--- src/rtl/mul_pipe.sv ---
// Pipelined multiply / multiply-accumulate unit with valid/ready on both sides.
// The product is formed and extended at acceptance; later stages only carry it.
module mul_pipe #(
    parameter int W      = 8,
    parameter int STAGES = 2,
    parameter int ACC_W  = 24
) (
    input  logic             clk,
    input  logic             rst_n,
    input  logic             in_valid,
    output logic             in_ready,
    input  logic [W-1:0]     a,
    input  logic [W-1:0]     b,
    input  logic             sgn,
    input  logic [1:0]       op,
    output logic             out_valid,
    input  logic             out_ready,
    output logic [ACC_W-1:0] out_data
);

    typedef enum logic [1:0] {
        OP_MUL  = 2'b00,
        OP_MAC  = 2'b01,
        OP_LOAD = 2'b10,
        OP_MULX = 2'b11
    } op_e;

    typedef struct packed {
        logic             valid;
        op_e              op;
        logic [ACC_W-1:0] data;
    } stage_t;

    logic             adv;
    logic [2*W-1:0]   prod_u;
    logic [2*W-1:0]   prod_s;
    logic [ACC_W-1:0] ext_prod;
    stage_t           in_stage;
    stage_t           fin;

    logic             out_valid_q, out_valid_d;
    logic [ACC_W-1:0] out_data_q,  out_data_d;
    logic [ACC_W-1:0] acc_q,       acc_d;

    // A full output register that is not being drained freezes the whole pipe.
    assign adv      = !out_valid_q || out_ready;
    assign in_ready = adv;

    always_comb begin
        // NOTE: every always_comb output gets a default first so no path infers a latch.
        prod_u   = {{W{1'b0}}, a} * {{W{1'b0}}, b};
        prod_s   = $unsigned($signed({{W{a[W-1]}}, a}) * $signed({{W{b[W-1]}}, b}));
        ext_prod = ACC_W'(prod_u);
        if (sgn) begin
            ext_prod = ACC_W'($signed(prod_s));
        end
        in_stage.valid = in_valid;
        in_stage.op    = op_e'(op);
        in_stage.data  = ext_prod;
    end

    generate
        if (STAGES > 1) begin : g_pipe
            stage_t stg_q [STAGES-1];

            always_ff @(posedge clk or negedge rst_n) begin
                if (!rst_n) begin
                    // NOTE: payload is cleared with the valids so a reset leaves no stale operands behind.
                    for (int i = 0; i < STAGES-1; i++) begin
                        stg_q[i] <= '0;
                    end
                end else if (adv) begin
                    // NOTE: state registers use non-blocking assignment so every stage sees pre-edge values.
                    stg_q[0] <= in_stage;
                    for (int i = 1; i < STAGES-1; i++) begin
                        stg_q[i] <= stg_q[i-1];
                    end
                end
            end

            assign fin = stg_q[STAGES-2];
        end else begin : g_direct
            assign fin = in_stage;
        end
    endgenerate

    // The accumulator moves in the same edge as the result it produced, so MACs chain freely.
    always_comb begin
        out_valid_d = out_valid_q;
        out_data_d  = out_data_q;
        acc_d       = acc_q;
        if (adv) begin
            out_valid_d = fin.valid;
            if (fin.valid) begin
                case (fin.op)
                    OP_MAC: begin
                        out_data_d = acc_q + fin.data;
                        acc_d      = acc_q + fin.data;
                    end
                    OP_LOAD: begin
                        out_data_d = fin.data;
                        acc_d      = fin.data;
                    end
                    default: begin
                        out_data_d = fin.data;
                    end
                endcase
            end
        end
    end

    always_ff @(posedge clk or negedge rst_n) begin
        if (!rst_n) begin
            out_valid_q <= 1'b0;
            out_data_q  <= '0;
            acc_q       <= '0;
        end else begin
            out_valid_q <= out_valid_d;
            out_data_q  <= out_data_d;
            acc_q       <= acc_d;
        end
    end

    assign out_valid = out_valid_q;
    assign out_data  = out_data_q;

endmodule

--- config.mk ---
export PLATFORM = sky130hd
export DESIGN_NAME = mul_pipe
export DESIGN_NICKNAME = d
export VERILOG_FILES = /design/src/rtl/mul_pipe.sv
export SDC_FILE = /design/constraint.sdc
export NUM_CORES = 1
export LEC_CHECK = 0
export CAP_MARGIN = 20
export CELL_PAD_IN_SITES_DETAIL_PLACEMENT = 0
export CELL_PAD_IN_SITES_GLOBAL_PLACEMENT = 1
export CORE_MARGIN = 2
export CORE_UTILIZATION = 50
export DETAILED_ROUTE_END_ITERATION = 16
export GPL_TIMING_DRIVEN = 0
export PLACE_DENSITY_LB_ADDON = 0.1
export SLEW_MARGIN = 20
export SYNTH_ARGS = -nofsm -noshare
export SYNTH_HDL_FRONTEND = slang
export SYNTH_SLANG_ARGS = --single-unit
--- constraint.sdc ---
create_clock -name clk -period 7.7 [get_ports clk]
set_input_delay 1.155 -clock clk [delete_from_list [all_inputs] [get_ports clk]]
set_output_delay 1.155 -clock clk [all_outputs]
set_load 0.02 [all_outputs]
==> impl_metrics.yaml, run 1 <==
outcome:
  status: "completed"
global_route:
  grt.overflow.total: 0
  grt_pass1_wl_um: 31700
  grt_pass1_vias: 6468
  grt_max_degree: 39
  grtUsageTotal: 0.220
  antenna_found_initial: 0
cells_and_area:
  stdcell_count: 1247
  postLayoutCoreUtil: 0.566
  area.sequential_sq_mm: 0.00173
  fill_cells: 1585
  n_antenna_cell: 0
  drive_gt1_frac: 0.0302
  area_growth_pct: 11.7
  multi_input_area_sq_mm: 0.00586
  fin_nets: 1215
min_path:
  hp-start: "out_data[4]$_DFFE_PN0P_"
  hp-class: "flip-flop to flip-flop"
synthesis:
  avgSynthCellArea_sq_um: 8.60
  ys_types: 61
  netlist_top_cells_count: "inv_1, nand2_1, fa_1, ha_1, dfrtp_1"
  yosys_warnings: 0
  postSynthCellCount: 970
  ys_ff_latch: 69
  synth-main-ff-cell: "dfrtp_1"
  async_flop_share: 1.00
  synth_area_leader_cell: "dfrtp_1"
  yosysMostFrequentCell: "inv_1"
  ys_seq_area_frac: 0.207
  synth_enable_flop_cells: 0
  yosys-top-cells-area: "dfrtp_1, fa_1, ha_1, inv_1, nand2_1"
  yosysTopAreaCellShare: 0.207
  synth_area_sq_mm: 0.00835
  syn-num-nets: 1162
floorplan:
  start_util: 0.507
  io_pins: 49
  fp.dieH_um: 133
  dieArea_sq_mm: 0.0177
  die_w_um: 133
  coreArea_sq_mm: 0.0165
  num_rows: 47
sta:
  final-hold-violation-count: 0
  max_slew_margin: 0.471
  worstMarginPinSlew_ns: 0.794
  setup_viol: 0
  fin_crit_sh: 0.761
  rsz0062_at_grt: "no"
  drv_slew: 0
  setup_tns_ns: 0
  max_clock_freq_ghz: 0.171
  worst_slack_ns: 1.84
  hold_slack_ns: 0.466
  fin_skew_ns: 0.00906
  fin_crit_ns: 5.86
placement:
  portBuffers: 41
  numPlacedInstances: 1232
  place_ws_ns: 1.47
  hpwl_um: 15600
  gp_congestion: 0.849
pwr:
  pwr_density_cell_mw_per_mm2: 372
  leakagePower_nw: 4.67
  irDropWorstVdd_v: 0.000161
cts:
  path_clk_slew_ns: 0.05
  cts.sinks: 69
  cts_tree: "built"
  clock_latency_ns: 0.33
  cts_made_buffers: 9
  clockBufferDepth: 2
  cts_resized: 0
  post_cts_buffers: 0
  root_buffer: "clkbuf_16"
  htree_levels: 3
  ctsHoldBuffers: 0
worst_setup_path:
  crit_path_start_kind: "input pin"
  crit_required_ns: 7.93
  path_class: "input pin to flip-flop"
  r2r_start: "fin[0]$_DFFE_PN0N_"
  crit_path_end_kind: "flip-flop"
  cp_data_arrival_time_ns: 6.09
  startpoint: "b[4]"
  worst-path-max-fanout: 8
drt:
  wirelength_um: 18400
  vias_per_cell: 5.11
  wl_per_cell_um: 14.8
  drc: 0
  vias: 6377
  drt-initial-drc-count: 324
  ant_nets: 0
  first_pass_iters: 5
run:
  drv_cap: 0
## path summary, 6_finish.rpt
check | to | slack, ns | depth (start not counted)
worst max-delay path | fin[15]$_DFFE_PN0N_ | 1.84 | 18
worst min-delay path | out_data[4]$_DFFE_PN0P_ | 0.47 | 2
worst max register to register | out_data[22]$_DFFE_PN0P_ | 4.54 | 12
worst min register to register | out_data[4]$_DFFE_PN0P_ | 0.47 | 2
max in group asynchronous | fin[15]$_DFFE_PN0N_ | 6.39 | 2
min in group asynchronous | out_data[4]$_DFFE_PN0P_ | 0.77 | 1
## flip-flops by register name, indices dropped and copies added (netlist names)
signal     cells
acc_q         24
fin           20
out_data      24
out_valid      1
## layout make-up
type | instances | area share
Multi-Input combinational cell | 700 | 0.629
Sequential cell | 69 | 0.185
Inverter | 170 | 0.0684
Timing Repair Buffer | 42 | 0.0459
Tap cell | 220 | 0.0295
Clock buffer | 13 | 0.0258
Buffer | 31 | 0.0126
Clock inverter | 2 | 0.00376
## critical path: stages
cell	delay (ns)
clkdlybuf4s50_1	0.59
and2_1	0.25
fa_1	0.49
fa_1	0.50
ha_1	0.28
inv_1	0.05
fa_1	0.61
inv_1	0.06
ha_1	0.30
a21o_1	0.18
a21oi_1	0.21
o21ai_0	0.15
a31oi_1	0.30
o21ai_0	0.21
o41ai_1	0.33
xnor2_1	0.18
nand3_1	0.12
o311ai_1	0.10
## through the flow
step	power [W]	cell area, sq um
2_1_floorplan	0.00252	8350
3_3_place_gp	0.00307	9030
3_5_place_dp	0.00309	9050
4_1_cts	0.00350	9330
5_1_grt	0.00387	9330
6_report	0.00347	9330
## kinds of logic after synthesis
| family | Yosys count | share of synthesized area |
|---|---|---|
| AO/OA/AOI/OAI | 184 | 0.141 |
| XOR/XNOR | 45 | 0.0472 |
| adder cells (fa/ha/maj) | 169 | 0.331 |
| buffers and inverters | 201 | 0.0905 |
| flip-flops | 69 | 0.207 |
| multiplexers | 25 | 0.0300 |
| AND/OR/NAND/NOR | 277 | 0.154 |
## layer usage
layer  share of wire  up-vias  global-route usage
met5               0        -                   0
met4           0.011        0              0.0491
met3           0.017       12              0.0183
met2            0.50       83               0.399
met1            0.47     3032               0.290
li1                -     3250                   -
## report_power, final
part	total, W	internal [W]	switching [W]
clock	0.000390	0.000248	0.000142
sequential	0.000641	0.000522	0.000119
combinational	0.00244	0.00108	0.00135
## cell usage in the layout, fill, tap and decap left out, types with 4 or more instances in the layout
cell,synthesis,layout
inv_1,167,167
nand2_1,124,124
fa_1,86,86
ha_1,83,83
dfrtp_1,69,69
o21ai_0,57,57
nor2_1,55,55
a21oi_1,53,53
and2_1,40,40
clkdlybuf4s50_1,0,40
xnor2_1,33,33
clkbuf_1,27,31
mux2i_1,25,25
a21o_1,15,15
xor2_1,12,12
a31oi_1,10,10
nand3_1,10,10
nor2b_1,9,9
clkbuf_16,0,9
nand2b_1,7,7
and3_1,7,7
nor3_1,7,7
o21a_1,5,5
o21bai_1,4,4
o21ai_1,4,4
or3_1,4,4
Note: power is estimated with default switching activity, not from simulation.
==> run 2: changes to the inputs <==
- CORE_UTILIZATION: 50 -> 43
- clock period: 7.7 -> 5.1 ns (I/O delays scaled with it)
==> run 2 against run 1 <==
Effect of this change:
- largest power group unchanged
- total power is 57% higher
- critical path type unchanged
- largest cell class unchanged
- design area increased by 1.6%
- sequential share of layout area is 0.29 points lower
- critical path depth unchanged
- setup slack worse by 1.7 ns
- sequential cell count stayed put
- register-to-register slack got worse by 2.5 ns
==> impl_metrics.yaml, run 2 (synthesis results as in run 1) <==
outcome:
  status: "completed"
placement:
  place_ws_ns: -0.785
  gp_congestion: 0.864
  dpl-instance-area_sq_mm: 0.00910
  portBuffers: 41
  hpwl_um: 16100
cts:
  path_clk_slew_ns: 0.05
  post_cts_buffers: 0
  clockBufferDepth: 2
  clock_latency_ns: 0.34
  cts_tree: "built"
  root_buffer: "clkbuf_16"
  htree_levels: 3
  cts_made_buffers: 9
  ctsHoldBuffers: 0
  cts.sinks: 69
sta:
  final-hold-violation-count: 0
  fin_crit_sh: 0.967
  drv_slew: 0
  worstMarginPinSlew_ns: 0.800
  fin_skew_ns: 0.00898
  setup_viol: 0
  max_slew_margin: 0.467
  worst_slack_ns: 0.170
  fin_crit_ns: 4.93
  max_clock_freq_ghz: 0.203
worst_setup_path:
  worst-path-max-fanout: 8
  crit_path_end_kind: "flip-flop"
  cp_data_arrival_time_ns: 5.16
  crit_required_ns: 5.33
  r2r_start: "fin[0]$_DFFE_PN0N_"
  crit_path_start_kind: "input pin"
  startpoint: "b[4]"
  path_class: "input pin to flip-flop"
cells_and_area:
  final_cell_area_sq_mm: 0.00947
  multi_input_area_sq_mm: 0.00592
  fill_cells: 1903
  fin_nets: 1215
  area.sequential_sq_mm: 0.00173
  area_growth_pct: 13.5
  final_common_cell: "inv_1"
  n_antenna_cell: 0
  layout.cells.most_common_list: "inv_1, nand2_1, fa_1, ha_1, dfrtp_1"
  drive_gt1_frac: 0.0613
min_path:
  hp-class: "input pin to asynchronous set/reset pin"
drt:
  first_pass_iters: 4
  ant_nets: 0
  drt-initial-drc-count: 219
  drc: 0
  vias_per_cell: 4.86
  wirelength_um: 18900
  wl_per_cell_um: 14.7
  vias: 6260
pwr:
  pwr_density_cell_mw_per_mm2: 573
  irDropWorstVdd_v: 0.000222
  leakagePower_nw: 4.73
floorplan:
  num_rows: 50
  fp.dieH_um: 143
  die_w_um: 143
  io_pins: 49
  start_util: 0.442
  coreArea_sq_mm: 0.0189
  dieArea_sq_mm: 0.0205
global_route:
  antenna_found_initial: 0
  grtUsageTotal: 0.197
  grt_max_degree: 39
  grt_pass1_wl_um: 31900
  grt_pass1_vias: 6372
  grt.overflow.total: 0
run:
  drv_cap: 0
-- run 2: timing repair --
action                     in CTS  in global routing
setup endpoints to repair       6                  5
pin swaps                       0                  2
gates resized for setup        32                 38
-- run 2: stage by stage --
step / util / power (W) / hold WS (ns) / instances / TNS (ns)
5_1_grt: 0.501 / 0.00604 / 0.403 / 1288 / -0.0107
6_report: 0.501 / 0.00543 / 0.374 / 1288 / 0
2_1_floorplan: - / 0.00380 / 0.454 / 970 / 0
3_3_place_gp: 0.481 / 0.00468 / 0.450 / 1271 / -4.53
4_1_cts: 0.501 / 0.00546 / 0.391 / 1288 / 0
3_5_place_dp: 0.482 / 0.00470 / 0.456 / 1272 / -4.49
-- run 2: worst paths after layout --
path	to	slack [ns]	depth (start not counted)
setup / recovery	fin[15]$_DFFE_PN0N_	0.17	18
hold / removal	out_data[2]$_DFFE_PN0P_	0.37	1
setup reg to reg	acc_q[22]$_DFFE_PN0P_	2.02	12
hold reg to reg	out_data[2]$_DFFE_PN0P_	0.46	2
max in group asynchronous	out_data[15]$_DFFE_PN0P_	4.18	2
min in group clk	out_data[2]$_DFFE_PN0P_	0.46	2
-- run 2: area by class of cell --
class	instances	area share
clock inverter	4	0.0100
timing repair buffer	42	0.0415
clock buffer	12	0.0260
buffer	31	0.0135
sequential	69	0.182
inverter	170	0.0675
multi-input combinational	700	0.625
tap	260	0.0343
-- run 2: power breakdown --
part | total (W) | switching [W] | internal (W)
Combinational | 0.00374 | 0.00208 | 0.00166
Sequential | 0.000969 | 0.000181 | 0.000788
Clock | 0.000719 | 0.000228 | 0.000490
Total | 0.00543 | 0.00249 | 0.00294
-- run 2: routing by layer --
layer	global-route usage	vias up	wire, um
li1	-	3242	-
met1	0.260	2951	9110
met2	0.351	54	9340
met3	0.0177	13	252
met4	0.0464	0	201
met5	0	-	0
-- run 2: worst max-delay path, cell delays in order --
cell and delay [ns]:
clkdlybuf4s15_2 0.29, nand2_1 0.11, fa_1 0.54, inv_1 0.04, ha_1 0.33, fa_1 0.54, inv_1 0.05, fa_1 0.53
inv_1 0.04, ha_1 0.32, o21a_1 0.13, nor2_2 0.11, o21bai_1 0.11, a31o_2 0.28, a41o_1 0.26, o41a_1 0.32
xnor2_1 0.14, o311ai_1 0.26
